<file path="src/rtl/data_memory_access_controller_pkg.sv">
`default_nettype none
// ============================================================================
// Module   : data_memory_access_controller_pkg
// Purpose  : Shared types and constants for the data memory access controller:
//            sequencer state encoding, requester indices and default widths.
// Revision : 1.0 - initial release
// ============================================================================
package data_memory_access_controller_pkg;

    // Sequencer states
    typedef enum logic [1:0] {
        ST_IDLE  = 2'd0,
        ST_ISSUE = 2'd1,
        ST_WAIT  = 2'd2
    } state_t;

    // Requester indices as carried by the arbiter grant index
    localparam logic REQ_R0 = 1'b0;
    localparam logic REQ_R1 = 1'b1;

    // Default geometry
    localparam int DEF_ADDR_WIDTH = 11;
    localparam int DEF_DATA_WIDTH = 32;
    localparam int DEF_MEM_LAT    = 1;

endpackage : data_memory_access_controller_pkg
`default_nettype wire

</file>
<file path="src/rtl/dm_rr_arbiter.sv">
`default_nettype none
// ============================================================================
// Module   : dm_rr_arbiter
// Purpose  : Two-way round-robin arbiter. The grant is combinational on the
//            request lines; a registered last-grant pointer decides ties and
//            only moves when the controller strobes update.
// Revision : 1.0 - initial release
// ============================================================================
module dm_rr_arbiter
    import data_memory_access_controller_pkg::*;
(
    input  logic clk,
    input  logic rst_n,
    input  logic req0,
    input  logic req1,
    input  logic update,
    output logic grant_valid,
    output logic grant_idx
);

    logic r_last;

    // Tie goes to whoever was not granted last; a lone request always wins
    always_comb begin
        grant_valid = req0 | req1;
        if (req0 && req1) begin
            grant_idx = (r_last == REQ_R0) ? REQ_R1 : REQ_R0;
        end else if (req1) begin
            grant_idx = REQ_R1;
        end else begin
            grant_idx = REQ_R0;
        end
    end

    // Remember the last winner; reset value makes R0 win the first tie
    always_ff @(posedge clk or negedge rst_n) begin
        if (!rst_n) begin
            r_last <= REQ_R1;
        end else if (update && grant_valid) begin
            r_last <= grant_idx;
        end
    end

endmodule : dm_rr_arbiter
`default_nettype wire

</file>
<file path="src/rtl/data_memory_access_controller.sv">
`default_nettype none
// ============================================================================
// Module   : data_memory_access_controller
// Purpose  : Shares a single-port synchronous data memory between two
//            requesters. Computes base+offset (wrapping), arbitrates
//            round-robin, issues one access, waits the read latency and
//            returns data with a one-cycle done pulse. All outputs registered.
// Revision : 1.0 - initial release
// ============================================================================
module data_memory_access_controller
    import data_memory_access_controller_pkg::*;
#(
    parameter int ADDR_WIDTH = DEF_ADDR_WIDTH,
    parameter int DATA_WIDTH = DEF_DATA_WIDTH,
    parameter int MEM_LAT    = DEF_MEM_LAT
)(
    input  logic                  clk,
    input  logic                  rst_n,
    input  logic                  req0,
    input  logic                  req1,
    input  logic                  we0,
    input  logic                  we1,
    input  logic [ADDR_WIDTH-1:0] base0,
    input  logic [ADDR_WIDTH-1:0] base1,
    input  logic [ADDR_WIDTH-1:0] offset0,
    input  logic [ADDR_WIDTH-1:0] offset1,
    input  logic [DATA_WIDTH-1:0] wdata0,
    input  logic [DATA_WIDTH-1:0] wdata1,
    output logic                  gnt0,
    output logic                  gnt1,
    output logic                  done0,
    output logic                  done1,
    output logic [DATA_WIDTH-1:0] rdata0,
    output logic [DATA_WIDTH-1:0] rdata1,
    output logic                  mem_en,
    output logic                  mem_we,
    output logic [ADDR_WIDTH-1:0] mem_addr,
    output logic [DATA_WIDTH-1:0] mem_wdata,
    input  logic [DATA_WIDTH-1:0] mem_rdata,
    output logic                  busy
);

    // Counter holds MEM_LAT-1; keep at least one bit for MEM_LAT == 1
    localparam int CNT_W = (MEM_LAT > 1) ? $clog2(MEM_LAT) : 1;

    state_t             r_state;
    logic               r_idx;
    logic               r_we;
    logic [CNT_W-1:0]   r_cnt;

    logic                  w_grant_valid;
    logic                  w_grant_idx;
    logic                  w_update;
    logic [ADDR_WIDTH-1:0] w_addr0;
    logic [ADDR_WIDTH-1:0] w_addr1;
    logic [ADDR_WIDTH-1:0] w_sel_addr;
    logic                  w_sel_we;
    logic [DATA_WIDTH-1:0] w_sel_wdata;

    // Effective addresses wrap modulo 2^ADDR_WIDTH; the carry is dropped
    assign w_addr0 = base0 + offset0;
    assign w_addr1 = base1 + offset1;

    // Operands of the requester the arbiter currently favours
    assign w_sel_addr  = (w_grant_idx == REQ_R1) ? w_addr1 : w_addr0;
    assign w_sel_we    = (w_grant_idx == REQ_R1) ? we1     : we0;
    assign w_sel_wdata = (w_grant_idx == REQ_R1) ? wdata1  : wdata0;

    // Requests are only looked at in IDLE, so the pointer moves only there
    assign w_update = (r_state == ST_IDLE);

    dm_rr_arbiter u_arb (
        .clk         (clk),
        .rst_n       (rst_n),
        .req0        (req0),
        .req1        (req1),
        .update      (w_update),
        .grant_valid (w_grant_valid),
        .grant_idx   (w_grant_idx)
    );

    // Access sequencer: IDLE -> ISSUE -> (write) IDLE | (read) WAIT -> IDLE
    always_ff @(posedge clk or negedge rst_n) begin
        if (!rst_n) begin
            r_state   <= ST_IDLE;
            r_idx     <= REQ_R0;
            r_we      <= 1'b0;
            r_cnt     <= '0;
            gnt0      <= 1'b0;
            gnt1      <= 1'b0;
            done0     <= 1'b0;
            done1     <= 1'b0;
            rdata0    <= '0;
            rdata1    <= '0;
            mem_en    <= 1'b0;
            mem_we    <= 1'b0;
            mem_addr  <= '0;
            mem_wdata <= '0;
            busy      <= 1'b0;
        end else begin
            gnt0  <= 1'b0;
            gnt1  <= 1'b0;
            done0 <= 1'b0;
            done1 <= 1'b0;
            case (r_state)
                ST_IDLE: begin
                    if (w_grant_valid) begin
                        r_state   <= ST_ISSUE;
                        r_idx     <= w_grant_idx;
                        r_we      <= w_sel_we;
                        busy      <= 1'b1;
                        gnt0      <= (w_grant_idx == REQ_R0);
                        gnt1      <= (w_grant_idx == REQ_R1);
                        mem_en    <= 1'b1;
                        mem_we    <= w_sel_we;
                        mem_addr  <= w_sel_addr;
                        mem_wdata <= w_sel_we ? w_sel_wdata : '0;
                    end
                end
                ST_ISSUE: begin
                    mem_en    <= 1'b0;
                    mem_we    <= 1'b0;
                    mem_addr  <= '0;
                    mem_wdata <= '0;
                    if (r_we) begin
                        r_state <= ST_IDLE;
                        busy    <= 1'b0;
                        done0   <= (r_idx == REQ_R0);
                        done1   <= (r_idx == REQ_R1);
                    end else begin
                        r_cnt   <= CNT_W'(MEM_LAT - 1);
                        r_state <= ST_WAIT;
                    end
                end
                ST_WAIT: begin
                    if (r_cnt == '0) begin
                        if (r_idx == REQ_R0) begin
                            rdata0 <= mem_rdata;
                        end else begin
                            rdata1 <= mem_rdata;
                        end
                        done0   <= (r_idx == REQ_R0);
                        done1   <= (r_idx == REQ_R1);
                        busy    <= 1'b0;
                        r_state <= ST_IDLE;
                    end else begin
                        r_cnt <= r_cnt - CNT_W'(1);
                    end
                end
                default: begin
                    r_state   <= ST_IDLE;
                    busy      <= 1'b0;
                    mem_en    <= 1'b0;
                    mem_we    <= 1'b0;
                    mem_addr  <= '0;
                    mem_wdata <= '0;
                end
            endcase
        end
    end

endmodule : data_memory_access_controller
`default_nettype wire

</file>
<file path="config.mk">
export PLATFORM = sky130hd
export DESIGN_NAME = data_memory_access_controller
export DESIGN_NICKNAME = d
export VERILOG_FILES = /design/src/rtl/data_memory_access_controller_pkg.sv /design/src/rtl/dm_rr_arbiter.sv /design/src/rtl/data_memory_access_controller.sv
export SDC_FILE = /design/constraint.sdc
export NUM_CORES = 1
export LEC_CHECK = 0
export ABC_AREA = 1
export BUFFER_PORTS_ARGS = -buffer_cell sky130_fd_sc_hd__buf_2
export CORE_MARGIN = 2
export CORE_UTILIZATION = 50
export CTS_CLUSTER_SIZE = 28
export DETAILED_ROUTE_END_ITERATION = 6
export HOLD_SLACK_MARGIN = 0.03
export PLACE_DENSITY_LB_ADDON = 0.2
export RECOVER_POWER = 100
export SLEW_MARGIN = 10
export SYNTH_ARGS = -nofsm -noshare
export SYNTH_HDL_FRONTEND = slang
export SYNTH_SLANG_ARGS = --single-unit
</file>
<file path="constraint.sdc">
create_clock -name clk -period 3.6 [get_ports clk]
set_input_delay 0.72 -clock clk [delete_from_list [all_inputs] [get_ports clk]]
set_output_delay 0.72 -clock clk [all_outputs]
set_load 0.1 [all_outputs]
</file>
Yosys cells after proc, flatten, opt, wreduce, memory -nomap -nowiden
Index checks and enable logic that the tools add are counted. W data, S select, Z words.

Bits in registers: 120. Output and inout port bits: 114. Input bits: 146. Word-level logic and storage cells: 76.

$add $sub $neg: 3. Eq/ne operators: 6. Multiplexer cells: 35. Reduce and logical (&&, ||, !) cells: 11. Bitwise gates (word level): 5.

Operator list (number): $mux W32 (3); $pmux W32 S2 (1); $add A11 B11 Y11 (2); $mux W11 (2); $pmux W11 S2 (1); $mux W1 (18); $pmux W1 S2 (5); $reduce_and A3 Y1 (3); $ne A2 B2 Y1 const B (4); $reduce_and A2 Y1 (4); $mux W2 (3); $pmux W2 S3 (1); $not A1 Y1 (4); $pmux W1 S3 (1); $eq A2 B1 Y1 const B (1); $eq A2 B2 Y1 const B (1); $logic_and A1 B1 Y1 (2); $logic_not A2 Y1 (1); $reduce_bool A2 Y1 (1); $or A1 B1 Y1 (1); $sub A1 B1 Y1 const B (1).

Depth between registers and ports, before layout
Gate-level depths: netlist of run 1.

Depth in word-level cells: 6. Mapped depth: 12. Mapped depth without buffers: 12.

By module
From an unflattened synthesis of run 1, not the netlist that was laid out.

Cells, all modules: 695. Area total of the unflattened synthesis: 5995.8 um2.

Modules (own cells, without submodules): data_memory_access_controller (cells each 687, area each 5935.7 um2, instances 1, seq. area each 2952.8 um2); dm_rr_arbiter (cells each 8, area each 60.1 um2, instances 1, seq. area each 26.3 um2).

Least setup slack after synthesis of run 1
No wires, ideal clock.

Kind: in2reg. From: input port base0[0]. To: register mem_addr[6]. Setup slack: 1.541 ns. Arrival: 1.939 ns. Buffers on the path: 0. Library setup time: 0.120 ns. Cell stages on the path: 9. Required time: 3.480 ns. Cell sequence: ha_1 > fa_1 > nand3_1 > nand3_1 > nand2_1 > a21oi_1 > nand3b_1 > nand3_1 > nand2_1.

Cells in the longest elaborated chain, start to end: 4.

Ends and longest elaborated chain: from (decl) (RTL line data_memory_access_controller.sv:23) `input logic [ADDR_WIDTH-1:0] base0,`; $add A11 B11 Y11 (RTL line data_memory_access_controller.sv:61) `assign w_addr0 = base0 + offset0;`; $mux W11 (RTL line data_memory_access_controller.sv:65) `assign w_sel_addr = (w_grant_idx == REQ_R1) ? w_addr1 : w_addr0;`; $mux W11 (RTL line data_memory_access_controller.sv:107) `if (w_grant_valid) begin`; $pmux W11 S2 (RTL line data_memory_access_controller.sv:105) `case (r_state)`; to (signal assigned) (RTL line data_memory_access_controller.sv:116) `mem_addr <= w_sel_addr;`; to (decl) (RTL line data_memory_access_controller.sv:37) `output logic [ADDR_WIDTH-1:0] mem_addr,`.

No other way between the ends. The select of a mux whose other input is x is not followed. A chain may end at the register's enable or synchronous reset.

Worst setup path in the final report of run 1
From: register busy. To: output port busy.

RTL lines: from (decl) (RTL line data_memory_access_controller.sv:40) `output logic busy`; from (signal assigned) (RTL line data_memory_access_controller.sv:99) `busy <= 1'b0;`; from (signal assigned) (RTL line data_memory_access_controller.sv:111) `busy <= 1'b1;`; from (signal assigned) (RTL line data_memory_access_controller.sv:127) `busy <= 1'b0;`.

No word-level cell between the ends.

==> results.yml, run 1 <==
outcome:
  status: "finished, final reports clean"
layout:
  drive_above_1_share_pct: 19.1
  n_fill_cell: 1140
  layout.nets: 1128
  antenna_cells: 0
  syn_to_final_growth_pct: 27.5
  fin_cells: 1117
clock_tree:
  numClockSinks: 119
  cts-root-buf: "clkbuf_16"
  numCtsBuffers: 17
  ctsHtreeMaxLevel: 4
  cts.repair.resized: 0
  clk_pin_slew_worst_paths_ns: 0.05
  post_cts_buffers: 0
  clk_path_buf_depth: 2
  clk_latency_ns: 0.41
  cts_hold_buf: 0
  cts_tree: "yes"
run:
  max-cap-violations: 0
worst_setup_path:
  crit_type: "reg2out"
  crit_family: "buffers and inverters"
  slowest_stage: "clkbuf_1"
  slowest_delay_ns: 0.94
  worstReg2RegEnd: "mem_wdata[30]"
  reg2reg_depth: 5
  path_max_fanout: 2
  worst-r2r-setup-slack_ns: 1.27
  path_cells: "clkbuf_1"
  path_buf_inv: 1
  crit_arrival_ns: 1.70
  timing.rr.start: "u_arb.r_last"
  cp-start-kind: "register"
  crit_path_end_kind: "output pin"
  cp.required_ns: 2.88
timing:
  whs_ns: 0.456
  finalSetupViolCount: 0
  fmax_mhz: 413
  skew_ns: 0.00786
  hold_viol: 0
  fin_crit_ns: 2.42
  worst_pin_slew_ns: 1.32
  slew_violations: 0
  rsz0062_at_grt: "no"
  finalCritPeriodShare_pct: 67.2
  setup_slack_ns: 1.18
  slew_headroom_pct: 11.7
  tns_ns: 0
global_route:
  grt_overflow_total: 0
  grt_pass1_vias: 5129
  grt_pass1_wl_um: 24400
  grt_max_degree: 120
  grt_antenna_before_repair: 0
  grt_util_all_layers_pct: 23.8
drt:
  drtIter0Drc: 421
  routed_wl_um: 15500
  vias: 5490
  drcViolationCount: 0
  viasPerCell: 4.91
  drtPass1Iterations: 5
  ant_nets: 0
  routedWlPerCell_um: 13.9
place:
  dp.cells: 1085
  portBuffers: 259
  preCtsSetupSlack_ns: 1.24
  place.detailed.hpwl_um: 11300
  routabilityCongestion: 0.910
logic_synthesis:
  ys_seq_area_share_pct: 49.0
  yosys_warnings: 0
  ys_types: 31
  yosys.area.top_type_share_pct: 48.6
  netlist_top_cells_area: "dfrtp_1, nand2_1, o21ai_0"
  syn_area_per_cell_um2: 8.66
  synth_area_leader_cell: "dfrtp_1"
  syn-num-nets: 873
  syn_area_mm2: 0.00608
  ys_ff_latch: 119
  syn_inst: 702
die:
  start_util_pct: 51.0
  fp.dieW_um: 114
  die_area_mm2: 0.0130
  std_cell_rows: 40
  die_h_um: 114
  core_mm2: 0.0119
  io_pins: 260
hold_path:
  hold_path.class: "in2async"
[kinds of logic (layout without fill, tap and decap cells)]
logic type / Yosys count / after routing / share of synthesized area (%)
xor gates and xnor gates: 8 / 8 / 1.15
AOI/OAI and AO/OA: 118 / 118 / 11.6
DFF: 119 / 119 / 49.0
and+or+nand+nor: 298 / 298 / 20.3
buffers and inverters: 102 / 370 / 7.29
adders and majority gates: 25 / 25 / 5.40
muxes: 32 / 32 / 5.27
[routing by layer]
| layer | vias up | global-route usage (%) | wire length, µm |
|---|---|---|---|
| li1 | 2773 | - | - |
| met1 | 2509 | 30.9 | 6900 |
| met2 | 189 | 38.7 | 7310 |
| met3 | 19 | 6.35 | 1060 |
| met4 | 0 | 8.46 | 221 |
| met5 | - | 0 | 0 |
[area by class of cell]
type	instances	area [µm²]	share of cell area (%)
multi-input combinational	481	2530	32.7
clock buffer	21	460	5.94
inverter	77	289	3.73
clock inverter	11	124	1.60
sequential	119	2980	38.4
timing repair buffer	261	1180	15.2
tap	147	184	2.37
[synthesized netlist by cell type]
cell	instances
nor2_1	27
or2_2	2
nand2_4	1
buf_2	6
inv_2	4
mux2i_1	32
dfstp_2	1
nand3b_1	1
buf_6	5
o21ai_0	73
nand4_1	4
nand2_2	2
nand3_1	37
fa_1	2
xnor2_1	2
clkbuf_1	10
dfrtp_1	118
a21oi_1	11
nor2_4	2
nor2_2	2
a31oi_1	1
nor3_1	2
ha_1	23
o211ai_1	1
xor2_1	6
nand2_1	217
buf_4	4
inv_1	73
nand3_4	1
o21ai_2	29
o21ai_1	3
[how the worst max path moves through the flow]
stage	startpoint	end	cells past startpoint
after global placement	base0[0]	mem_addr[6]	10
after CTS	r_state[0]	rdata1[0]	4
after detailed placement	req0	mem_wdata[29]	8
after global routing	r_state[0]	mem_wdata[29]	8
after floorplan	base0[0]	mem_addr[6]	9
final	busy	busy	1
[sequential cells by signal (all words and copies together) (netlist names)]
name	count
rdata0	32
u_arb.r_last	1
done0	1
mem_addr	11
gnt1	1
done1	1
mem_we	1
r_we	1
gnt0	1
busy	1
r_idx	1
mem_en	1
r_state	2
mem_wdata	32
rdata1	32
[cells in the final DEF (no fill, tap or decap), drive strengths merged]
cell	synthesis	layout
clkinv	0	5
buf	15	145
xor2	6	6
dfstp	1	1
bufinv	0	2
ha	23	23
or2	2	2
clkinvlp	0	3
nor2	31	31
fa	2	2
a31oi	1	1
nand4	4	4
dfrtp	118	118
a21oi	11	11
nor3	2	2
inv	77	78
nand3	38	38
o21ai	105	105
mux2i	32	32
nand3b	1	1
clkbuf	10	137
xnor2	2	2
nand2	220	220
o211ai	1	1
[metrics by stage]
| stage | instance area, µm² | util, % |
|---|---|---|
| final | 7750 | 65.1 |
| after global placement | 7430 | 62.4 |
| after detailed placement | 7430 | 62.4 |
| after floorplan | 6080 | - |
| after CTS | 8020 | 67.3 |
| after global routing | 7750 | 65.1 |
Power of run 1 is left out: the tool's default activity adds up to more than one toggle a clock period on the data nets, which glitch-free logic cannot reach.
==> run 2: changes to the inputs <==
- ABC_AREA: 1 -> 0
- CORE_UTILIZATION: 50 -> 43
- clock period: 3.6 -> 2.1 ns (I/O delays scaled with it)
==> run 2 against run 1 <==
Against the previous run:
- hold slack got worse by 0.22 ns
- non-clock buffer count up 30
- global-route usage shrank 3.2 points
- wire length shrank 6.8%
- sequential share of layout area decreased by 1.4 points
- via count is 13% lower
- largest cell class unchanged
==> results.yml, run 2 <==
drt:
  drtIter0Drc: 141
  vias: 4777
  ant_nets: 0
  viasPerCell: 4.99
  routedWlPerCell_um: 15.1
  drtPass1Iterations: 4
  routed_wl_um: 14400
  drcViolationCount: 0
timing:
  setup_slack_ns: 0.0851
  slew_headroom_pct: 27.5
  hold_viol: 0
  slew_violations: 0
  rsz0062_at_grt: "yes"
  finalSetupViolCount: 0
  finalCritPeriodShare_pct: 95.9
  tns_ns: 0
  fin_crit_ns: 2.01
  fmax_mhz: 496
  worst_pin_slew_ns: 1.09
  skew_ns: 0.00702
logic_synthesis:
  synth-edff-count: 0
  syn-num-nets: 653
  syn_inst: 482
  synth_async_sr_flop_share_pct: 100
  synth_area_leader_cell: "dfrtp_1"
  syn_area_mm2: 0.00572
  syn_area_per_cell_um2: 11.9
  netlist_top_cells_area: "dfrtp_1, mux2_1, mux2i_1"
  synthTopCellsByCount: "dfrtp_1, nand2_1, mux2_1"
  synth_flop_cell: "dfrtp_1"
  yosys.area.top_type_share_pct: 51.7
  ys_types: 54
  synth_most_common_cell: "dfrtp_1"
  ys_seq_area_share_pct: 52.1
  ys_ff_latch: 119
  yosys_warnings: 0
die:
  io_pins: 260
  fp.dieW_um: 119
  die_area_mm2: 0.0142
  std_cell_rows: 42
  core_mm2: 0.0131
  die_h_um: 119
  start_util_pct: 43.5
layout:
  stdcell_area_mm2: 0.00804
  final_util_pct: 61.2
  reg_top3: "mem_wdata: 32 flops, rdata0: 32 flops, rdata1: 32 flops"
  final_cell_mix: "buf_2, dfrtp_1, clkbuf_2, nand2_1, mux2_1"
  antenna_cells: 0
  layout_commonest_cell: "buf_2"
  drive_above_1_share_pct: 43.9
  syn_to_final_growth_pct: 40.6
  layout.nets: 941
global_route:
  grt_pass1_wl_um: 23200
  grt_overflow_total: 0
  grt_pass1_vias: 4819
  grt_util_all_layers_pct: 20.6
  grt_max_degree: 54
  grt_antenna_before_repair: 0
run:
  max-cap-violations: 0
clock_tree:
  clk_pin_slew_worst_paths_ns: 0.05
  numClockSinks: 119
  ctsHtreeMaxLevel: 4
  clk_latency_ns: 0.40
  numCtsBuffers: 17
  clk_path_buf_depth: 2
  cts_tree: "yes"
  cts-root-buf: "clkbuf_16"
hold_path:
  hold_path.class: "in2reg"
worst_setup_path:
  crit_arrival_ns: 2.30
  cp-start-kind: "input pin"
  crit_type: "in2reg"
  path_max_fanout: 4
  crit_path_end_kind: "register"
  cp.required_ns: 2.38
place:
  preCtsSetupSlack_ns: -0.391
  place.detailed.hpwl_um: 11100
  routabilityCongestion: 0.839
  post_dp_cell_area_mm2: 0.00748
  portBuffers: 259
outcome:
  status: "finished, final reports clean"
## run 2: changes by cell type in the layout (fill, tap and decap cells not counted), sizes merged, moves of 8 or more
| cell | delta |
|---|---|
| nand2 | -166 |
| inv | -73 |
| mux2 | +66 |
| o21ai | -56 |
| nand3 | -34 |
| buf | +25 |
| nor2 | -13 |
| a21o | +8 |
## run 2: cell type report
cell class / instances / area [µm²]
fill: 1113 / 5100
multi-input combinational: 336 / 2660
tap: 176 / 220
clock inverter: 9 / 125
clock buffer: 22 / 464
inverter: 5 / 18.8
sequential: 119 / 2980
timing repair buffer: 291 / 1570
## run 2: worst paths after layout
kind | start | to | slack, ns | cells after the start
hold reg to reg | mem_wdata[6] | mem_wdata[6] | 0.48 | 2
setup reg to reg | r_state[1] | mem_addr[7] | 0.24 | 8
hold / removal | mem_rdata[8] | rdata1[8] | 0.24 | 2
setup / recovery | base0[0] | mem_addr[8] | 0.09 | 9
min in group asynchronous | rst_n | rdata0[23] | 0.74 | 2
max in group asynchronous | rst_n | rdata1[2] | 0.33 | 3
## run 2: routing by layer
metal / part of all wire (%) / GRT usage (%) / up-vias / routed length [µm]
met2: 50 / 35.6 / 171 / 7180
met4: 2.1 / 7.50 / 0 / 296
met5: 0 / 0 / - / 0
met1: 41 / 24.7 / 2289 / 5980
li1: - / - / 2294 / -
met3: 6.7 / 5.51 / 23 / 972
## run 2: logic make-up (layout without fill, tap and decap cells)
group                      count (synthesis)  after routing  synth area share (%)
and+or+nand+nor                           97             97                  7.55
xor gates and xnor gates                  16             16                  2.45
adders and majority gates                 25             25                  5.73
DFF                                      119            119                  52.1
AOI/OAI and AO/OA                         96             96                  10.9
muxes                                    102            102                  19.3
buffers and inverters                     27            327                  1.97
## run 2: metrics by stage
stage               hold WS [ns]  std cells
finish                     0.235        958
global route               0.234        958
CTS                        0.224        957
detailed placement         0.323        925
global placement           0.320        925
floorplan                  0.124        482
## run 2: what timing repair did
action | 4_1_cts | 5_1_grt
resized for setup | 0 | 2
hold buffers | 1 | 0
hold endpoints to repair | 18 | 0
buffers inserted | 0 | 1
endpoints found under the setup margin | 0 | 2
## run 2: critical path, cell delays in order
cell and delay (ns):
buf_2 0.12, ha_4 0.16, fa_2 0.37, a21o_1 0.21, a2111oi_4 0.42, a21oi_2 0.12
xnor2_1 0.17, nor2_1 0.06, a221o_1 0.26
Power of run 2 is left out for the same reason.
